<file path="src/rtl/encoder_velocity_estimator.sv">
// encoder_velocity_estimator
//
// Purpose: turns the free-running quadrature position count into a per-window
// signed velocity (counts per WINDOW_CYCLES clocks), a 2**AVG_LOG2 sample
// moving average of that velocity, and a stall flag for the velocity PI loop.
//
// Ports:
//   clk            system clock
//   reset          asynchronous active-low reset (asserted when 0)
//   enable         run estimator; low returns the block to IDLE
//   encoder_count  position count, synchronous to clk
//   state_change   high on cycles where the encoder state moved
//   velocity       signed counts/window of the latest window, saturated
//   velocity_valid one-cycle pulse when velocity/avg_velocity/saturated update
//   avg_velocity   signed mean (floor) of the last 2**AVG_LOG2 samples
//   avg_valid      level: history full, avg_velocity meaningful
//   saturated      latest sample was clamped to the VEL_WIDTH range
//   stalled        no state_change for STALL_WINDOWS full windows
//   state_dbg      current FSM state (0 = IDLE, 1 = RUN)
//
// Handshake: velocity_valid is a pure one-cycle strobe with no ready/back-
// pressure; consumers must capture velocity, avg_velocity and saturated on
// the cycle it is high. The values then hold until the next strobe.
//
// COUNT_WIDTH is expected to be wider than VEL_WIDTH so the clamp is needed.
module encoder_velocity_estimator #(
    parameter int COUNT_WIDTH   = 32,
    parameter int VEL_WIDTH     = 16,
    parameter int WINDOW_CYCLES = 50000,
    parameter int AVG_LOG2      = 2,
    parameter int STALL_WINDOWS = 8
) (
    input  logic                   clk,
    input  logic                   reset,
    input  logic                   enable,
    input  logic [COUNT_WIDTH-1:0] encoder_count,
    input  logic                   state_change,
    output logic [VEL_WIDTH-1:0]   velocity,
    output logic                   velocity_valid,
    output logic [VEL_WIDTH-1:0]   avg_velocity,
    output logic                   avg_valid,
    output logic                   saturated,
    output logic                   stalled,
    output logic                   state_dbg
);

    localparam int DEPTH   = 1 << AVG_LOG2;
    localparam int WIN_W   = $clog2(WINDOW_CYCLES);
    localparam int PTR_W   = (AVG_LOG2 > 0) ? AVG_LOG2 : 1;
    localparam int FILL_W  = AVG_LOG2 + 1;
    localparam int STALL_W = $clog2(STALL_WINDOWS + 1);
    localparam int SUM_W   = VEL_WIDTH + AVG_LOG2;

    localparam logic signed [COUNT_WIDTH-1:0] VMAX = COUNT_WIDTH'((1 << (VEL_WIDTH - 1)) - 1);
    localparam logic signed [COUNT_WIDTH-1:0] VMIN = ~VMAX;

    typedef enum logic {
        ST_IDLE = 1'b0,
        ST_RUN  = 1'b1
    } state_t;

    state_t                       state_q, state_d;
    logic [WIN_W-1:0]             win_q, win_d;
    logic [COUNT_WIDTH-1:0]       base_q, base_d;
    logic signed [VEL_WIDTH-1:0]  velocity_q, velocity_d;
    logic                         vel_valid_q, vel_valid_d;
    logic signed [VEL_WIDTH-1:0]  avg_q, avg_d;
    logic                         avg_valid_q, avg_valid_d;
    logic                         sat_q, sat_d;
    logic                         stalled_q, stalled_d;
    logic signed [VEL_WIDTH-1:0]  hist_q [DEPTH];
    logic signed [VEL_WIDTH-1:0]  hist_d [DEPTH];
    logic [PTR_W-1:0]             ptr_q, ptr_d;
    logic [FILL_W-1:0]            fill_q, fill_d;
    logic signed [SUM_W-1:0]      sum_q, sum_d;
    logic [STALL_W-1:0]           stall_q, stall_d;
    logic                         seen_q, seen_d;

    logic signed [COUNT_WIDTH-1:0] delta;
    logic signed [VEL_WIDTH-1:0]   clamped;
    logic                          clamp_hit;
    logic signed [SUM_W-1:0]       sum_next;
    logic                          seen_any;
    logic                          terminal;
    logic                          clear;

    always_comb begin
        // Modular subtraction: a wrap of the position counter needs no special case.
        delta     = $signed(encoder_count - base_q);
        clamped   = delta[VEL_WIDTH-1:0];
        clamp_hit = 1'b0;
        if (delta > VMAX) begin
            clamped   = VMAX[VEL_WIDTH-1:0];
            clamp_hit = 1'b1;
        end else if (delta < VMIN) begin
            clamped   = VMIN[VEL_WIDTH-1:0];
            clamp_hit = 1'b1;
        end
        // History starts zeroed, so subtracting the evicted slot is correct
        // even while the history is still filling.
        sum_next = sum_q + SUM_W'(clamped) - SUM_W'(hist_q[ptr_q]);
        seen_any = seen_q | state_change;
        terminal = (win_q == WIN_W'(WINDOW_CYCLES - 1));
    end

    always_comb begin
        state_d     = state_q;
        win_d       = win_q;
        base_d      = base_q;
        velocity_d  = velocity_q;
        vel_valid_d = 1'b0;
        avg_d       = avg_q;
        avg_valid_d = avg_valid_q;
        sat_d       = sat_q;
        stalled_d   = stalled_q;
        hist_d      = hist_q;
        ptr_d       = ptr_q;
        fill_d      = fill_q;
        sum_d       = sum_q;
        stall_d     = stall_q;
        seen_d      = seen_q;
        clear       = 1'b0;

        case (state_q)
            ST_IDLE: begin
                clear = 1'b1;
                if (enable) begin
                    base_d  = encoder_count;
                    state_d = ST_RUN;
                end
            end
            ST_RUN: begin
                if (!enable) begin
                    // Partial window is abandoned without a sample.
                    clear   = 1'b1;
                    state_d = ST_IDLE;
                end else if (terminal) begin
                    win_d          = '0;
                    base_d         = encoder_count;
                    velocity_d     = clamped;
                    sat_d          = clamp_hit;
                    vel_valid_d    = 1'b1;
                    hist_d[ptr_q]  = clamped;
                    ptr_d          = (ptr_q == PTR_W'(DEPTH - 1)) ? '0 : ptr_q + 1'b1;
                    sum_d          = sum_next;
                    avg_d          = VEL_WIDTH'(sum_next >>> AVG_LOG2);
                    if (fill_q != FILL_W'(DEPTH)) begin
                        fill_d = fill_q + 1'b1;
                    end
                    avg_valid_d = (fill_d == FILL_W'(DEPTH));
                    if (seen_any) begin
                        stall_d = '0;
                    end else if (stall_q != STALL_W'(STALL_WINDOWS)) begin
                        stall_d = stall_q + 1'b1;
                    end
                    stalled_d = (stall_d == STALL_W'(STALL_WINDOWS));
                    seen_d    = 1'b0;
                end else begin
                    win_d  = win_q + 1'b1;
                    seen_d = seen_any;
                    // Motion drops the stall flag immediately; the count
                    // itself is only reset at the window end.
                    stalled_d = (stall_q == STALL_W'(STALL_WINDOWS)) && !seen_any;
                end
            end
            default: begin
                state_d = ST_IDLE;
            end
        endcase

        if (clear) begin
            win_d       = '0;
            avg_valid_d = 1'b0;
            stalled_d   = 1'b0;
            for (int i = 0; i < DEPTH; i++) begin
                hist_d[i] = '0;
            end
            ptr_d   = '0;
            fill_d  = '0;
            sum_d   = '0;
            stall_d = '0;
            seen_d  = 1'b0;
        end
    end

    always_ff @(posedge clk or negedge reset) begin
        if (!reset) begin
            state_q     <= ST_IDLE;
            win_q       <= '0;
            base_q      <= '0;
            velocity_q  <= '0;
            vel_valid_q <= 1'b0;
            avg_q       <= '0;
            avg_valid_q <= 1'b0;
            sat_q       <= 1'b0;
            stalled_q   <= 1'b0;
            for (int i = 0; i < DEPTH; i++) begin
                hist_q[i] <= '0;
            end
            ptr_q   <= '0;
            fill_q  <= '0;
            sum_q   <= '0;
            stall_q <= '0;
            seen_q  <= 1'b0;
        end else begin
            state_q     <= state_d;
            win_q       <= win_d;
            base_q      <= base_d;
            velocity_q  <= velocity_d;
            vel_valid_q <= vel_valid_d;
            avg_q       <= avg_d;
            avg_valid_q <= avg_valid_d;
            sat_q       <= sat_d;
            stalled_q   <= stalled_d;
            hist_q      <= hist_d;
            ptr_q       <= ptr_d;
            fill_q      <= fill_d;
            sum_q       <= sum_d;
            stall_q     <= stall_d;
            seen_q      <= seen_d;
        end
    end

    assign velocity       = velocity_q;
    assign velocity_valid = vel_valid_q;
    assign avg_velocity   = avg_q;
    assign avg_valid      = avg_valid_q;
    assign saturated      = sat_q;
    assign stalled        = stalled_q;
    assign state_dbg      = state_q;

endmodule
</file>
<file path="config.mk">
export PLATFORM = sky130hd
export DESIGN_NAME = encoder_velocity_estimator
export DESIGN_NICKNAME = d
export VERILOG_FILES = /design/src/rtl/encoder_velocity_estimator.sv
export SDC_FILE = /design/constraint.sdc
export NUM_CORES = 1
export LEC_CHECK = 0
export ABC_AREA = 1
export CORE_MARGIN = 1.5
export CORE_UTILIZATION = 60
export CTS_CLUSTER_DIAMETER = 50
export DETAILED_ROUTE_END_ITERATION = 7
export GPL_TIMING_DRIVEN = 0
export PLACE_DENSITY = 0.78
export SYNTH_ARGS = -nofsm -noshare
export SYNTH_HDL_FRONTEND = slang
export SYNTH_SLANG_ARGS = --single-unit
</file>
<file path="constraint.sdc">
create_clock -name clk -period 6.39 [get_ports clk]
set_input_delay 1.917 -clock clk [delete_from_list [all_inputs] [get_ports clk]]
set_output_delay 1.917 -clock clk [all_outputs]
set_load 0.02 [all_outputs]
</file>
* Word-level counts from Yosys, hierarchy flattened
Index checks and enable logic that the tools add are counted.
** Operators by class
- Add/subtract/negate cells :: 7
- Order comparisons :: 4
- Equality and inequality tests :: 10
- Muxes and demuxes :: 66
- Bitwise logic cells :: 3
- Reduce and logical (&&, ||, !) cells :: 10
** Operator list (number)
- $mux W64 :: 4
- $mux W16 :: 9
- $mux W32 :: 3
- $mux W18 :: 4
- $bwmux W64 :: 1
- $pmux W32 S2 :: 1
- $mux W4 :: 9
- $bmux W16 S2 :: 1
- $demux W16 S2 :: 1
- $gt A32 B16 Y1 const B :: 1
- $lt A32 B16 Y1 const B :: 1
- $sub A32 B32 Y32 :: 1
- $mux W3 :: 8
- $mux W1 :: 19
- $add A18 B16 Y18 :: 1
- $sub A18 B16 Y18 :: 1
- $add A16 B1 Y16 const B :: 1
- $eq A16 B16 Y1 const B :: 1
- $mux W2 :: 5
- $reduce_and A3 Y1 :: 3
- $eq A4 B4 Y1 const B :: 2
- $reduce_bool A2 Y1 :: 3
- $add A4 B1 Y4 const B :: 1
- $ne A2 B2 Y1 const B :: 2
- 16 further kinds :: 17
** Storage, ports and cells
- Register bits after elaboration :: 177
- Bits of input ports :: 36

* Logic depth before layout (Yosys ltp)
- Depth after elaboration :: 11
- Gate-level depth with buffers :: 37

* Worst setup path before layout
OpenSTA, ideal clock, no wires.
- Kind :: input to register
- Start point :: in encoder_count[0]
- End point :: reg avg_q[8], in the netlist avg_velocity[8]
- Data arrival time :: 5963 ps
- Data required time :: 6271 ps
- Path slack :: 308 ps
- Stages :: 34
- Path buffers :: 0
- Cell sequence :: inv_1 > ha_1 > fa_1 > inv_1 > nand3_1 > nand3_1 > nand2_1 > nand2_1 > nand2_1 > nand2_1 > nand2_1 > nand2_1 > nand2_1 > nand2_1 > nand3_1 > nor2_1 > nand3_1 > nand2_4 > nand2_1 > nand2_1 > ha_1 > inv_1 > ha_1 > inv_1 > fa_1 > nand3b_1 > nand2_1 > a21oi_1 > or2_2 > nand2_1 > a21oi_1 > or2_2 > nand3_1 > nand2_1
** On the way
- Word-level cells in the longest chain between the ends :: 6
** RTL lines
- start: declaration :: RTL line 36 : input logic [COUNT_WIDTH-1:0] encoder_count,
- $sub A32 B32 Y32 (*) :: RTL line 89 : delta = $signed(encoder_count - base_q);
- $lt A32 B16 Y1 :: RTL line 95 : end else if (delta < VMIN) begin
- $mux W16 :: RTL line 95
- $mux W16 (*) :: RTL line 92 : if (delta > VMAX) begin
- $add A18 B16 Y18 (*) :: RTL line 101 : sum_next = sum_q + SUM_W'(clamped) - SUM_W'(hist_q[ptr_q]);
- $sub A18 B16 Y18 (*) :: RTL line 101
- end signal: assignment :: RTL line 211 : avg_q <= avg_d;
- end: declaration :: RTL line 67 : logic signed [VEL_WIDTH-1:0] avg_q, avg_d;
Every way passes the cells marked *; elsewhere a longest branch is shown, timed or not.
A chain may end at the register's enable or synchronous reset.

* Worst setup path after layout
- Start point :: in encoder_count[2]
- End point :: reg sum_q[13]
** On the way
- Word-level cells in the longest chain between the ends :: 10
** RTL lines
- $sub A32 B32 Y32 (*) :: RTL line 89
- $lt A32 B16 Y1 :: RTL line 95
- $mux W16 :: RTL line 95
- $mux W16 (*) :: RTL line 92
- net clamped[8] :: RTL line 80 : logic signed [VEL_WIDTH-1:0] clamped;
- $add A18 B16 Y18 (*) :: RTL line 101
- $sub A18 B16 Y18 (*) :: RTL line 101
- $mux W18 (*) :: RTL line 137 : end else if (terminal) begin
- $mux W18 (*) :: RTL line 133 : if (!enable) begin
- $mux W18 (*) :: RTL line 124 : case (state_q)
- $mux W18 (*) :: RTL line 171 : if (clear) begin
- end signal: assignment :: RTL line 218 : sum_q <= sum_d;
- end: declaration :: RTL line 75 : logic signed [SUM_W-1:0] sum_q, sum_d;
The timed path passes the listed nets; every way through them passes the cells marked *. The select of a mux whose other input is x is not followed.

==> results.md <==
* Maximum vdd drop at 0.255 mV
* Synth top area share at 38.3%
* DR vias at 11300
* CP peak stage delay at 550 ps
* Mapped cell area at 11600 sq um
* Switching Share at 40.6%
* Total power at 4260 uW
* Worst slack, placed at -989 ps
* Initial Util at 61.4%
* IO buf count at 72
* Clk buf depth at 2
* Yosys top cell by area: dfrtp_1
* CTS Hold Bufs at 0
* Worst setup startpoint: encoder_count[2]
* Status: finished clean
* EDFF count, synth at 0
* Crit. path cell count at 34
* Internal power at 2530 uW
* Vias/cell at 5.70
* Async SR Flop Fraction at 100%
* Core area at 18800 sq um
* Synth top area cells: dfrtp_1 (38%), nand2_1 (17%), ha_1 (6.4%)
* Power share of the clock group at 26.2%
* Cells after Synth at 1584
* Synth cell types at 48
* # IOs at 73
* DRC Markers at 0
* Setup Viol. Count Final at 0
* Seq pwr share at 27.1%
* Worst-margin pin slew at 820 ps
* Most frequently used flop master after synthesis: dfrtp_1
* Crit. End Element: flop
* Sink Count at 177
* Nets@finish at 1827
* Inserted Clock Buffers at 17
* CP max FO at 6
* TritonCTS clock tree: built
* Max Slew Vio Count at 0
* Comb power frac at 46.7%
* Cell mode on critical path: nand2_1
* Syn. warnings at 0
* Most frequent cells in the layout: nand2_1 (502), inv_1 (187), dfrtp_1 (177)
* Die Wd at 142 microns
* Hold WS at 464 ps
* Rows at 50
* Final WS setup at 70.0 ps
* Final WL at 34500 microns
* Vias in the first global route at 10300
* CP Data Required Time at 6720 ps
* Fill cells at 1303
* Full die area at 20100 sq um
* Total of max-cap violations at 0
* Post-synthesis sequential area ratio at 38.3%
* Largest net degree at the start of global routing at 112
* Startpoint types: input pin
* Pwr/cell area at 292 nW/um^2
* First-pass GRT wire length at 51700 microns
* Initial DRT Pass Iterations at 6
* Layout cells sized above 1 at 16.3%
* Crit-path slowest cell: clkdlybuf4s50_1
* Reg2Reg Depth at 34
* Hold crit path type: reg -> reg
* Commonest non-fill, non-tap cell in the layout: nand2_1
* N_diodes at 0
* Slew margin rel. at 45.1%
* Bufs and invs on worst path at 4
* Detailed Route Iter0 Violations at 1127
* Hold depth at 1
* Die H at 142 microns
* Worst skew pair latency at 450 ps
* NetSw at 1730 uW
* Layout area overhead at 26.0%
* Crit path DAT at 6650 ps
* Critical path class: in -> reg
* Placer Congestion at 0.974
* Clock skew at 10.0 ps
* Final Hold Fails at 0
* #FFs+latches synth at 177
* Final critical-path share of the clock period at 98.9%
* Min Tclk post-route at 6320 ps
* Post-DP HPWL at 23400 microns
* Worst r2r src: base_q[0]
* Root Buffer: clkbuf_16
* Congestion Overflow GR at 0
* Routed len/inst at 17.4 microns
* Total GRT Usage at 33.2%
* Mean Syn Cell Area at 7.30 sq um
* Critical path's top delay family: simple AND/OR/NAND/NOR gates
* Antenna Nets Post-Route at 0
* H-Tree Depth at 4
* Leak at 0.00732 uW
* Clock Pin Slew Worst Setup and Hold Paths at 70 ps
* Syn Nets at 1696
* Maximum clock frequency at 0.158 GHz
* Initial antenna violation count at 0
* Critical hold path startpoint: win_q[0]
worst reg2reg max path, delay by kind of cell, from the launching register on:
kind / cells / cell delay (ps)
DFF: 1 / 420
adders and majority gates: 4 / 1340
AOI/OAI and AO/OA: 5 / 760
buffers and inverters: 5 / 500
and+or+nand+nor: 20 / 1740
synthesized netlist by cell type, drive strengths merged (3+ instances only):
cell type  count
o21bai         4
nand2        571
nand4         16
or2            4
clkinv         5
buf           10
nand3b         6
o21a           4
nor4           5
dfrtp        177
o22ai          4
inv          194
fa            17
nor2         128
ha            59
nand3        103
nor3          19
a21o           3
xor2          18
a32o           5
a21oi        107
clkbuf        25
o21ai         83
xnor2          5
logic make-up after synthesis:
group	after synthesis	synth area share, %
adders and majority gates	76	9.32
buffers and inverters	234	8.03
DFF	177	38.3
muxes	1	0.0973
AOI/OAI and AO/OA	216	10.2
and+or+nand+nor	857	32.4
xor gates and xnor gates	23	1.74
power by group through the flow:
stage | registers [uW] | logic (uW) | clock network (uW)
after global placement | 1180 | 1380 | 0
final | 1160 | 1990 | 1120
after floorplan | 1170 | 1050 | 0
after CTS | 1150 | 1570 | 1120
after detailed placement | 1180 | 1410 | 0
after global routing | 1160 | 2130 | 1170
layout make-up:
class,count,area (sq um),share of cell area [%]
inverter,199,759,5.21
buffer,35,179,1.23
multi-input combinational,1173,7150,49.0
sequential,177,4430,30.4
clock inverter,15,191,1.31
tap,260,325,2.23
timing repair buffer,112,1120,7.67
clock buffer,17,425,2.92
repair_timing:
| item | in CTS | in global routing |
|---|---|---|
| setup buffers | 15 | 24 |
| resized for setup | 39 | 162 |
| cloned | 0 | 1 |
| endpoints found under the setup margin | 24 | 22 |
| pin swaps | 12 | 53 |
flip-flops by register name, summed over array words and instances (netlist names):
register,cells
stalled,1
stall_q,4
ptr_q,2
win_q,16
velocity,16
saturated,1
velocity_valid,1
base_q,32
hist_q,64
avg_valid,1
state_dbg,1
avg_velocity,16
fill_q,3
sum_q,18
seen_q,1
through the flow:
stage | TNS (ps) | instance area (sq um) | std cells | utilization, %
2_1_floorplan | 0 | 11600 | 1584 | -
3_3_place_gp | -704150 | 12600 | 1916 | 67.0
3_5_place_dp | -19950 | 12600 | 1917 | 67.2
4_1_cts | -7.03 | 13600 | 1964 | 72.0
5_1_grt | -1140 | 14600 | 1988 | 77.4
6_report | 0 | 14600 | 1988 | 77.4
worst paths after layout:
path	endpoint	slack, ps
max in group asynchronous	win_q[10]	4030
min	win_q[0]	460
min in group asynchronous	velocity[8]	1410
min reg2reg	win_q[0]	460
max reg2reg	sum_q[13]	1570
max	sum_q[13]	70
per-layer routing:
layer | global-route usage (%) | share of wire (%) | vias up
met2 | 52.3 | 46 | 547
met4 | 13.3 | 4.0 | 0
li1 | - | - | 5322
met5 | 0 | 0 | -
met1 | 45.9 | 42 | 5371
met3 | 5.37 | 7.7 | 100
(Power assumes the default switching activity.)
